--- src/rtl/cla_seq_adder_if.sv ---
// Handshake and data bundle for the sequential CLA adder.
//   master: drives start/sub/a/b, observes busy/done/result/flags (ALU control side)
//   slave : the adder itself
//   start  - request; sampled only when the adder is idle or in its done cycle
//   sub    - 0 = a+b, 1 = a-b
//   a, b   - operands
//   busy   - slices being computed
//   done   - one-cycle pulse, result and flags valid from this cycle on
//   result - sum/difference; cout/ovf/zero - carry (no-borrow on sub), signed overflow, zero
interface cla_seq_adder_if #(
  parameter int unsigned WIDTH = 16
);
  logic             start;
  logic             sub;
  logic [WIDTH-1:0] a;
  logic [WIDTH-1:0] b;
  logic             busy;
  logic             done;
  logic [WIDTH-1:0] result;
  logic             cout;
  logic             ovf;
  logic             zero;

  modport master (
    output start, sub, a, b,
    input  busy, done, result, cout, ovf, zero
  );

  modport slave (
    input  start, sub, a, b,
    output busy, done, result, cout, ovf, zero
  );
endinterface

--- src/rtl/cla_seq_adder.sv ---
// Multi-cycle WIDTH-bit add/subtract unit. A single 4-bit carry-lookahead slice is reused
// across the operand, least-significant nibble first, with the ripple carry held in a
// register between cycles. Latency from accepted start to done is WIDTH/4 cycles.
//   clk  - clock, all state on rising edge
//   rst  - synchronous active-high reset
//   bus  - cla_seq_adder_if slave: start/sub/a/b in; busy/done/result/cout/ovf/zero out
// All outputs come straight from registers.
module cla_seq_adder #(
  parameter int unsigned WIDTH = 16
) (
  input  logic           clk,
  input  logic           rst,
  cla_seq_adder_if.slave bus
);

  localparam int unsigned N    = WIDTH / 4;
  localparam int unsigned IdxW = (N > 1) ? $clog2(N) : 1;

  if ((WIDTH % 4) != 0 || WIDTH < 8) begin : g_bad_width
    $error("cla_seq_adder: WIDTH must be a multiple of 4 and at least 8");
  end

  typedef enum logic [1:0] {
    StIdle,
    StRun,
    StDone
  } state_e;

  state_e            state_q, state_d;
  logic [WIDTH-1:0]  op_a_q, op_a_d;
  logic [WIDTH-1:0]  op_b_q, op_b_d;
  logic              carry_q, carry_d;
  logic [IdxW-1:0]   idx_q, idx_d;
  logic [WIDTH-1:0]  result_q, result_d;
  logic              cout_q, cout_d;
  logic              ovf_q, ovf_d;
  logic              zero_q, zero_d;

  logic [3:0]        slice_a, slice_b, slice_g, slice_p, slice_sum;
  logic [4:0]        slice_c;
  logic [WIDTH-1:0]  result_upd;
  logic              last_slice;

  // Select the current nibble of each operand.
  always_comb begin
    slice_a = '0;
    slice_b = '0;
    for (int k = 0; k < int'(N); k++) begin
      if (idx_q == IdxW'(k)) begin
        slice_a = op_a_q[4*k +: 4];
        slice_b = op_b_q[4*k +: 4];
      end
    end
  end

  // 4-bit carry-lookahead slice.
  always_comb begin
    slice_g    = slice_a & slice_b;
    slice_p    = slice_a ^ slice_b;
    slice_c[0] = carry_q;
    slice_c[1] = slice_g[0] | (slice_p[0] & slice_c[0]);
    slice_c[2] = slice_g[1] | (slice_p[1] & slice_g[0]) | (slice_p[1] & slice_p[0] & slice_c[0]);
    slice_c[3] = slice_g[2] | (slice_p[2] & slice_g[1]) | (slice_p[2] & slice_p[1] & slice_g[0])
               | (slice_p[2] & slice_p[1] & slice_p[0] & slice_c[0]);
    slice_c[4] = slice_g[3] | (slice_p[3] & slice_g[2]) | (slice_p[3] & slice_p[2] & slice_g[1])
               | (slice_p[3] & slice_p[2] & slice_p[1] & slice_g[0])
               | (slice_p[3] & slice_p[2] & slice_p[1] & slice_p[0] & slice_c[0]);
    slice_sum  = slice_p ^ slice_c[3:0];
  end

  // Result with the current slice merged in; on the last slice this is the full answer,
  // which lets the zero flag be computed in the same edge that enters DONE.
  always_comb begin
    result_upd = result_q;
    for (int k = 0; k < int'(N); k++) begin
      if (idx_q == IdxW'(k)) begin
        result_upd[4*k +: 4] = slice_sum;
      end
    end
  end

  assign last_slice = (idx_q == IdxW'(N - 1));

  always_comb begin
    state_d  = state_q;
    op_a_d   = op_a_q;
    op_b_d   = op_b_q;
    carry_d  = carry_q;
    idx_d    = idx_q;
    result_d = result_q;
    cout_d   = cout_q;
    ovf_d    = ovf_q;
    zero_d   = zero_q;
    case (state_q)
      StIdle, StDone: begin
        if (bus.start) begin
          state_d  = StRun;
          op_a_d   = bus.a;
          // Subtraction as a + ~b + 1: the +1 enters as the initial carry.
          op_b_d   = bus.sub ? ~bus.b : bus.b;
          carry_d  = bus.sub;
          idx_d    = '0;
          result_d = '0;
          cout_d   = 1'b0;
          ovf_d    = 1'b0;
          zero_d   = 1'b0;
        end else begin
          state_d = StIdle;
        end
      end
      StRun: begin
        result_d = result_upd;
        carry_d  = slice_c[4];
        idx_d    = idx_q + IdxW'(1);
        if (last_slice) begin
          state_d = StDone;
          cout_d  = slice_c[4];
          ovf_d   = (op_a_q[WIDTH-1] == op_b_q[WIDTH-1]) & (slice_sum[3] != op_a_q[WIDTH-1]);
          zero_d  = (result_upd == '0);
        end
      end
      default: state_d = StIdle;
    endcase
  end

  always_ff @(posedge clk) begin
    if (rst) begin
      state_q  <= StIdle;
      op_a_q   <= '0;
      op_b_q   <= '0;
      carry_q  <= 1'b0;
      idx_q    <= '0;
      result_q <= '0;
      cout_q   <= 1'b0;
      ovf_q    <= 1'b0;
      zero_q   <= 1'b0;
    end else begin
      state_q  <= state_d;
      op_a_q   <= op_a_d;
      op_b_q   <= op_b_d;
      carry_q  <= carry_d;
      idx_q    <= idx_d;
      result_q <= result_d;
      cout_q   <= cout_d;
      ovf_q    <= ovf_d;
      zero_q   <= zero_d;
    end
  end

  assign bus.busy   = (state_q == StRun);
  assign bus.done   = (state_q == StDone);
  assign bus.result = result_q;
  assign bus.cout   = cout_q;
  assign bus.ovf    = ovf_q;
  assign bus.zero   = zero_q;

endmodule
--- src/flat_wrapper.sv ---
// flat-port wrapper written by rule: the top's interface ports become plain ports
module cla_seq_adder_flat 
#(
  parameter int unsigned WIDTH = 16
)
  (clk, rst, bus_start, bus_sub, bus_a, bus_b, bus_busy, bus_done, bus_result, bus_cout, bus_ovf, bus_zero);
  cla_seq_adder_if #(.WIDTH(WIDTH)) bus_i ();
  input  logic clk;
  input  logic rst;
  input wire logic [$bits(bus_i.start)-1:0] bus_start;
  input wire logic [$bits(bus_i.sub)-1:0] bus_sub;
  input wire logic [$bits(bus_i.a)-1:0] bus_a;
  input wire logic [$bits(bus_i.b)-1:0] bus_b;
  output wire logic [$bits(bus_i.busy)-1:0] bus_busy;
  output wire logic [$bits(bus_i.done)-1:0] bus_done;
  output wire logic [$bits(bus_i.result)-1:0] bus_result;
  output wire logic [$bits(bus_i.cout)-1:0] bus_cout;
  output wire logic [$bits(bus_i.ovf)-1:0] bus_ovf;
  output wire logic [$bits(bus_i.zero)-1:0] bus_zero;
  assign bus_i.start = bus_start;
  assign bus_i.sub = bus_sub;
  assign bus_i.a = bus_a;
  assign bus_i.b = bus_b;
  assign bus_busy = bus_i.busy;
  assign bus_done = bus_i.done;
  assign bus_result = bus_i.result;
  assign bus_cout = bus_i.cout;
  assign bus_ovf = bus_i.ovf;
  assign bus_zero = bus_i.zero;
  cla_seq_adder #(.WIDTH(WIDTH)) u_core (.clk(clk), .rst(rst), .bus(bus_i));
endmodule
--- config.mk ---
export PLATFORM = sky130hd
export DESIGN_NAME = cla_seq_adder_flat
export DESIGN_NICKNAME = d
export VERILOG_FILES = /design/src/rtl/cla_seq_adder_if.sv /design/src/rtl/cla_seq_adder.sv /design/src/flat_wrapper.sv
export SDC_FILE = /design/constraint.sdc
export NUM_CORES = 1
export LEC_CHECK = 0
export BUFFER_PORTS_ARGS = -buffer_cell sky130_fd_sc_hd__buf_2
export CAP_MARGIN = 20
export CORE_MARGIN = 2
export CORE_UTILIZATION = 28
export DETAILED_ROUTE_END_ITERATION = 12
export GPL_ROUTABILITY_DRIVEN = 0
export PLACE_DENSITY = 0.55
export SYNTH_ARGS = -nofsm -noshare
export SYNTH_HDL_FRONTEND = slang
export SYNTH_SLANG_ARGS = --single-unit
--- constraint.sdc ---
create_clock -name clk -period 3.3 [get_ports clk]
set_clock_uncertainty 0.2 [all_clocks]
set_input_delay 0.66 -clock clk [delete_from_list [all_inputs] [get_ports clk]]
set_output_delay 0.66 -clock clk [all_outputs]
set_load 0.03 [all_outputs]
==> results of run 1 <==
[what timing repair did]
item,4_1_cts,5_1_grt
hold endpoints to repair,0,0
resized for setup,0,1
endpoints found under the setup margin,0,3
[registers in the layout (all words and copies together) (netlist names), 2 cells and up]
name               cells
u_core.op_b_q         16
u_core.state_q         2
u_core.idx_q           2
u_core.bus.result     16
u_core.op_a_q         16
[final cells by class]
| type | instances | area (sq um) | share of cell area (%) |
|---|---|---|---|
| clock inverter | 2 | 16.3 | 0.496 |
| clock buffer | 6 | 72.6 | 2.21 |
| inverter | 4 | 15.0 | 0.458 |
| timing repair buffer | 67 | 363 | 11.1 |
| sequential | 56 | 1120 | 34.2 |
| multi-input combinational | 259 | 1530 | 46.5 |
| tap | 133 | 166 | 5.07 |
[how the worst max path moves through the flow]
stage	from	endpoint	slack [ns]
6_report	u_core.idx_q[0]	u_core.bus.zero	0.22
5_1_grt	u_core.idx_q[0]	u_core.bus.zero	0.003
4_1_cts	u_core.idx_q[0]	u_core.bus.zero	0.15
3_5_place_dp	u_core.idx_q[0]	u_core.bus.zero	0.18
3_3_place_gp	u_core.idx_q[0]	u_core.bus.zero	0.30
2_1_floorplan	u_core.idx_q[1]	u_core.bus.zero	0.34
[report_power, final]
group / switching, mW / total [mW] / leakage, nW / internal, mW
Clock: 0.224 / 0.376 / 0.0414 / 0.152
Combinational: 0.182 / 0.303 / 0.793 / 0.121
Sequential: 0.0278 / 0.741 / 0.458 / 0.713
Total: 0.434 / 1.42 / 1.29 / 0.986
[tightest hold or removal path, delay by kind of cell (launching register included)]
family / cells / cell delay (ns)
AOI/OAI and AO/OA: 1 / 0.05
and+or+nand+nor: 1 / 0.05
DFF: 1 / 0.32
[cells in the final DEF (no fill, tap or decap), types with 2 or more instances in the layout]
cell / instances
a22o_1: 2
a21o_1: 4
nor4_1: 3
o21ai_1: 6
inv_1: 3
buf_2: 56
clkbuf_8: 5
a32o_1: 3
nand2b_1: 2
nor3_1: 2
nand3_1: 15
ha_1: 7
a211oi_1: 20
nor2b_1: 2
dfxtp_1: 56
nor2_1: 33
nand3b_1: 8
xor2_1: 2
and2_1: 3
a22oi_1: 2
nand2_1: 57
o21ai_0: 8
o211ai_1: 4
buf_4: 11
a21oi_1: 47
xnor2_1: 16
[kinds of logic (layout without fill, tap and decap cells)]
| logic type | Yosys count | after routing | synth area share, % |
|---|---|---|---|
| adder cells (fa/ha/maj) | 9 | 9 | 4.34 |
| buffers and inverters | 30 | 79 | 4.62 |
| flip-flops | 56 | 56 | 40.5 |
| AND/OR/NAND/NOR | 130 | 130 | 21.7 |
| XOR/XNOR | 18 | 18 | 5.70 |
| AO/OA/AOI/OAI | 102 | 102 | 23.1 |
[per-stage QoR]
step / setup WS [ns] / instance area (sq um)
2_1_floorplan: 0.343 / 2770
3_3_place_gp: 0.300 / 3190
3_5_place_dp: 0.182 / 3190
4_1_cts: 0.148 / 3280
5_1_grt: 0.00276 / 3280
6_report: 0.225 / 3280
[per-layer routing]
| layer | vias to the layer above | GRT usage (%) |
|---|---|---|
| met2 | 60 | 21.5 |
| met5 | - | 0 |
| li1 | 1301 | - |
| met3 | 10 | 2.22 |
| met1 | 1158 | 18.8 |
| met4 | 0 | 4.66 |
==> impl_metrics.py, run 1 <==
metrics = {
    "worst_setup_path": {
        "cp_num_cells": 11,
        "reg2reg_from": "u_core.idx_q[0]",
        "startpoint_type": "register",
        "crit_top_cell": "a21oi_1",
        "path_cells": "inv_1 -> ha_1 -> nand3b_1 -> a21oi_1 -> a21oi_1 -> o21ai_0 -> buf_4 -> fa_1 -> xor2_1 -> or4_4 -> o41ai_2",
        "worst-path-buf-inv": 2,
        "slowest_stage": "or4_4",
        "path_delay_family": "adder cells",
        "r2r_cells": 11,
        "cp_max_fo": 6,
        "setup.worst_path.end_class": "register",
        "worstPathRequired_ns": 3.31,
        "path_class": "reg -> reg",
        "reg2reg_slack_ns": 0.22,
        "crit_arrival_ns": 3.09,
        "r2r-end": "u_core.bus.zero",
        "slowest_delay_ns": 0.55,
    },
    "min_path": {
        "holdPathStages": 2,
        "min_to": "u_core.op_a_q[2]",
        "worst_hold_startpoint": "u_core.op_a_q[2]",
        "hold_path.class": "reg -> reg",
    },
    "sta": {
        "period_needed_ns": 3.08,
        "tightest_slew_ns": 0.995,
        "fin_crit_sh_pct": 93.2,
        "rsz0062_at_grt": "no",
        "hold_viol_final": 0,
        "slew_violations": 0,
        "hold_slack_ns": 0.270,
        "max-slew-margin-rel_pct": 33.7,
        "fin_setup_tns_ns": 0,
        "setup_viol": 0,
        "clock.fmax_mhz": 325,
    },
    "pwr": {
        "power.density_nw_per_um2": 433,
        "p_leak_nw": 1.29,
        "p_total_mw": 1.42,
        "ir_worst_vdd_mv": 0.208,
    },
    "layout": {
        "area_delta_synth_final_pct": 18.6,
        "fill_cells": 1038,
        "diodes": 0,
        "drive_gt1_share_pct": 20.8,
        "fin_cells": 527,
        "fin_nets": 438,
        "final_core_util_pct": 33.9,
    },
    "global_routing": {
        "first_global_vias": 2433,
        "grt.overflow.total": 0,
        "grt_pass1_wl_um": 11400,
        "grt_usage_pct": 13.6,
        "antenna_found_initial": 0,
        "grt_max_degree": 53,
    },
    "status": {
        "status": "complete, no violations",
    },
    "clock_network": {
        "cts_max_path_buffers": 2,
        "h-tree-depth": 2,
        "clock_latency_ns": 0.31,
        "clk_pin_slew_ns": 0.10,
        "cts_hold_buf": 0,
        "post_cts_buffers": 0,
        "numCtsBuffers": 5,
        "cts_tree": "done",
        "cts.sinks": 56,
        "clock_tree.root_cell": "clkbuf_8",
    },
    "floorplanning": {
        "die_x_um": 103,
        "coreArea_sq_um": 9680,
        "die_y_um": 103,
        "rows": 36,
        "ios": 57,
        "initial_core_util_pct": 28.6,
        "dieArea_sq_um": 10700,
    },
    "drt": {
        "top_layer": "met4",
        "ant_nets": 0,
        "wl_um": 6940,
        "vias": 2529,
        "drt-met1-wl_um": 3450,
        "drt_iter0_markers": 126,
        "drc_errors": 0,
        "vias_per_cell": 4.80,
        "dr_wl_met3_um": 278,
        "routed-wl-met2_um": 3100,
        "drt-pass1-iter-count": 4,
        "wire_per_inst_um": 13.2,
    },
    "synthesis": {
        "syn_area_sq_um": 2770,
        "yosys-top-cells-count": "nand2_1 (57), dfxtp_1 (56), a21oi_1 (47), nor2_1 (33), a211oi_1 (20)",
        "synth_top_cells_by_area": "dfxtp_1 (41%), a21oi_1 (8.5%), nand2_1 (7.7%)",
        "async_flop_share_pct": 0,
        "synth_cell_types": 38,
        "yosysSeqAreaShare_pct": 40.5,
        "yosysWarningCount": 0,
        "synth_area_leader_cell": "dfxtp_1",
        "synth-seq-cells": 56,
        "synth-edff-count": 0,
        "synth_nets": 390,
        "synth_top_cell_area_share_pct": 40.5,
        "yosysMostFrequentCell": "nand2_1",
        "avgSynthCellArea_sq_um": 8.01,
        "ys.flop_type": "dfxtp_1",
        "syn_inst": 345,
    },
    "placed_design": {
        "port_buffers": 56,
        "numPlacedInstances": 519,
        "dpl.hpwl_um": 5230,
    },
    "flow_run": {
        "drv_cap": 0,
    },
}
(Power assumes the default switching activity.)
==> run 2: changes to the inputs <==
Settings changed: CORE_UTILIZATION 28 to 43, CTS_BUF_LIST from default to sky130_fd_sc_hd__clkbuf_16, PLACE_DENSITY 0.55 to 0.74.
==> impl_metrics.py, run 2 (same netlist as run 1, synthesis figures left out) <==
metrics = {
    "status": {
        "status": "complete, no violations",
    },
    "layout": {
        "final_core_util_pct": 52.2,
        "area_delta_synth_final_pct": 18.5,
        "fin_cells": 469,
        "most-common-layout-cells": "nand2_1 (57), buf_2 (56), dfxtp_1 (56)",
        "diodes": 0,
        "mostFrequentLayoutCell": "nand2_1",
        "finalInstanceArea_sq_um": 3280,
        "drive_gt1_share_pct": 20.7,
        "fin_nets": 438,
    },
    "sta": {
        "tightest_slew_ns": 0.959,
        "clock.fmax_mhz": 323,
        "rsz0062_at_grt": "no",
        "setup_viol": 0,
        "max-slew-margin-rel_pct": 36.1,
        "worst_slack_ns": 0.200,
        "hold_slack_ns": 0.257,
        "fin_setup_tns_ns": 0,
        "hold_viol_final": 0,
        "fin_crit_sh_pct": 93.9,
        "period_needed_ns": 3.10,
        "slew_violations": 0,
    },
    "placed_design": {
        "dpl.hpwl_um": 4780,
        "post_dp_cell_area_sq_um": 3120,
        "port_buffers": 56,
        "numPlacedInstances": 463,
        "pre_cts_slack_ns": 0.188,
    },
    "worst_setup_path": {
        "worst-path-buf-inv": 2,
        "startpoint_type": "register",
        "crit_arrival_ns": 3.07,
        "setup.worst_path.end_class": "register",
        "path_cells": "inv_1 -> ha_1 -> buf_4 -> a21oi_1 -> a21oi_1 -> o21ai_1 -> ha_1 -> a21o_1 -> a31oi_1 -> o21a_1 -> o211ai_1",
        "slowest_stage": "dfxtp_1",
        "worstPathRequired_ns": 3.27,
        "cp_max_fo": 12,
        "slowest_delay_ns": 0.40,
        "path_class": "reg -> reg",
        "path_delay_family": "compound AO/OA/AOI/OAI gates",
    },
    "drt": {
        "wl_um": 6480,
        "top_layer": "met4",
        "drt-met1-wl_um": 2920,
        "vias_per_cell": 5.54,
        "dr_wl_met3_um": 355,
        "ant_nets": 0,
        "drt-pass1-iter-count": 5,
        "vias": 2597,
        "routed-wl-met2_um": 3100,
        "drt_iter0_markers": 188,
        "wire_per_inst_um": 13.8,
        "drc_errors": 0,
    },
    "floorplanning": {
        "die_y_um": 84.2,
        "die_x_um": 84.2,
        "coreArea_sq_um": 6280,
        "dieArea_sq_um": 7090,
        "initial_core_util_pct": 44.1,
        "rows": 29,
        "ios": 57,
    },
    "clock_network": {
        "clk_pin_slew_ns": 0.07,
        "cts_max_path_buffers": 2,
        "clock_latency_ns": 0.29,
        "numCtsBuffers": 5,
        "post_cts_buffers": 0,
        "clock_tree.root_cell": "clkbuf_16",
        "h-tree-depth": 2,
        "cts.sinks": 56,
        "cts_tree": "done",
    },
    "global_routing": {
        "antenna_found_initial": 0,
        "grt_max_degree": 53,
        "grt_usage_pct": 18.3,
        "grt_pass1_wl_um": 10700,
        "grt.overflow.total": 0,
        "first_global_vias": 2427,
    },
    "pwr": {
        "p_total_mw": 1.61,
        "p_leak_nw": 1.33,
        "power.density_nw_per_um2": 490,
        "ir_worst_vdd_mv": 0.210,
    },
    "flow_run": {
        "drv_cap": 0,
    },
    "min_path": {
        "hold_path.class": "reg -> reg",
    },
}
run 2: path summary, 6_finish.rpt:
kind                    startpoint          endpoint  slack (ns)  cells after the start
hold reg to reg   u_core.op_a_q[2]  u_core.op_a_q[2]        0.26                      2
setup / recovery   u_core.idx_q[0]    u_core.bus.ovf        0.20                     11
hold / removal    u_core.op_a_q[2]  u_core.op_a_q[2]        0.26                      2
setup reg to reg   u_core.idx_q[0]    u_core.bus.ovf        0.20                     11
run 2: report_power, final:
group / switching [mW] / internal, mW / total [mW]
logic: 0.182 / 0.121 / 0.303
clock network: 0.215 / 0.349 / 0.564
registers: 0.0264 / 0.713 / 0.740
total: 0.423 / 1.18 / 1.61
run 2: repair_timing:
item | in CTS | in global routing
endpoints found under the hold margin | 0 | 0
endpoints found under the setup margin | 0 | 9
gates resized for setup | 0 | 2
hold buffers | 0 | 0
run 2: tightest hold or removal path, stage by stage (launching register included):
cell     delay, ns
dfxtp_1       0.31
nand2_1       0.05
a21oi_1       0.05
run 2: final cells by class:
class	instances	area [sq um]
fillers	626	3000
well taps	77	96.3
flip-flops and latches	56	1120
multi-input cells	259	1530
clock buffers	5	125
clock inverters	1	30.0
inverters	4	15.0
repair buffers	67	363
run 2: routing by layer:
metal / vias up / track usage, %
met2: 72 / 31.2
li1: 1302 / -
met1: 1213 / 23.2
met3: 10 / 3.74
met4: 0 / 5.87
met5: - / 0
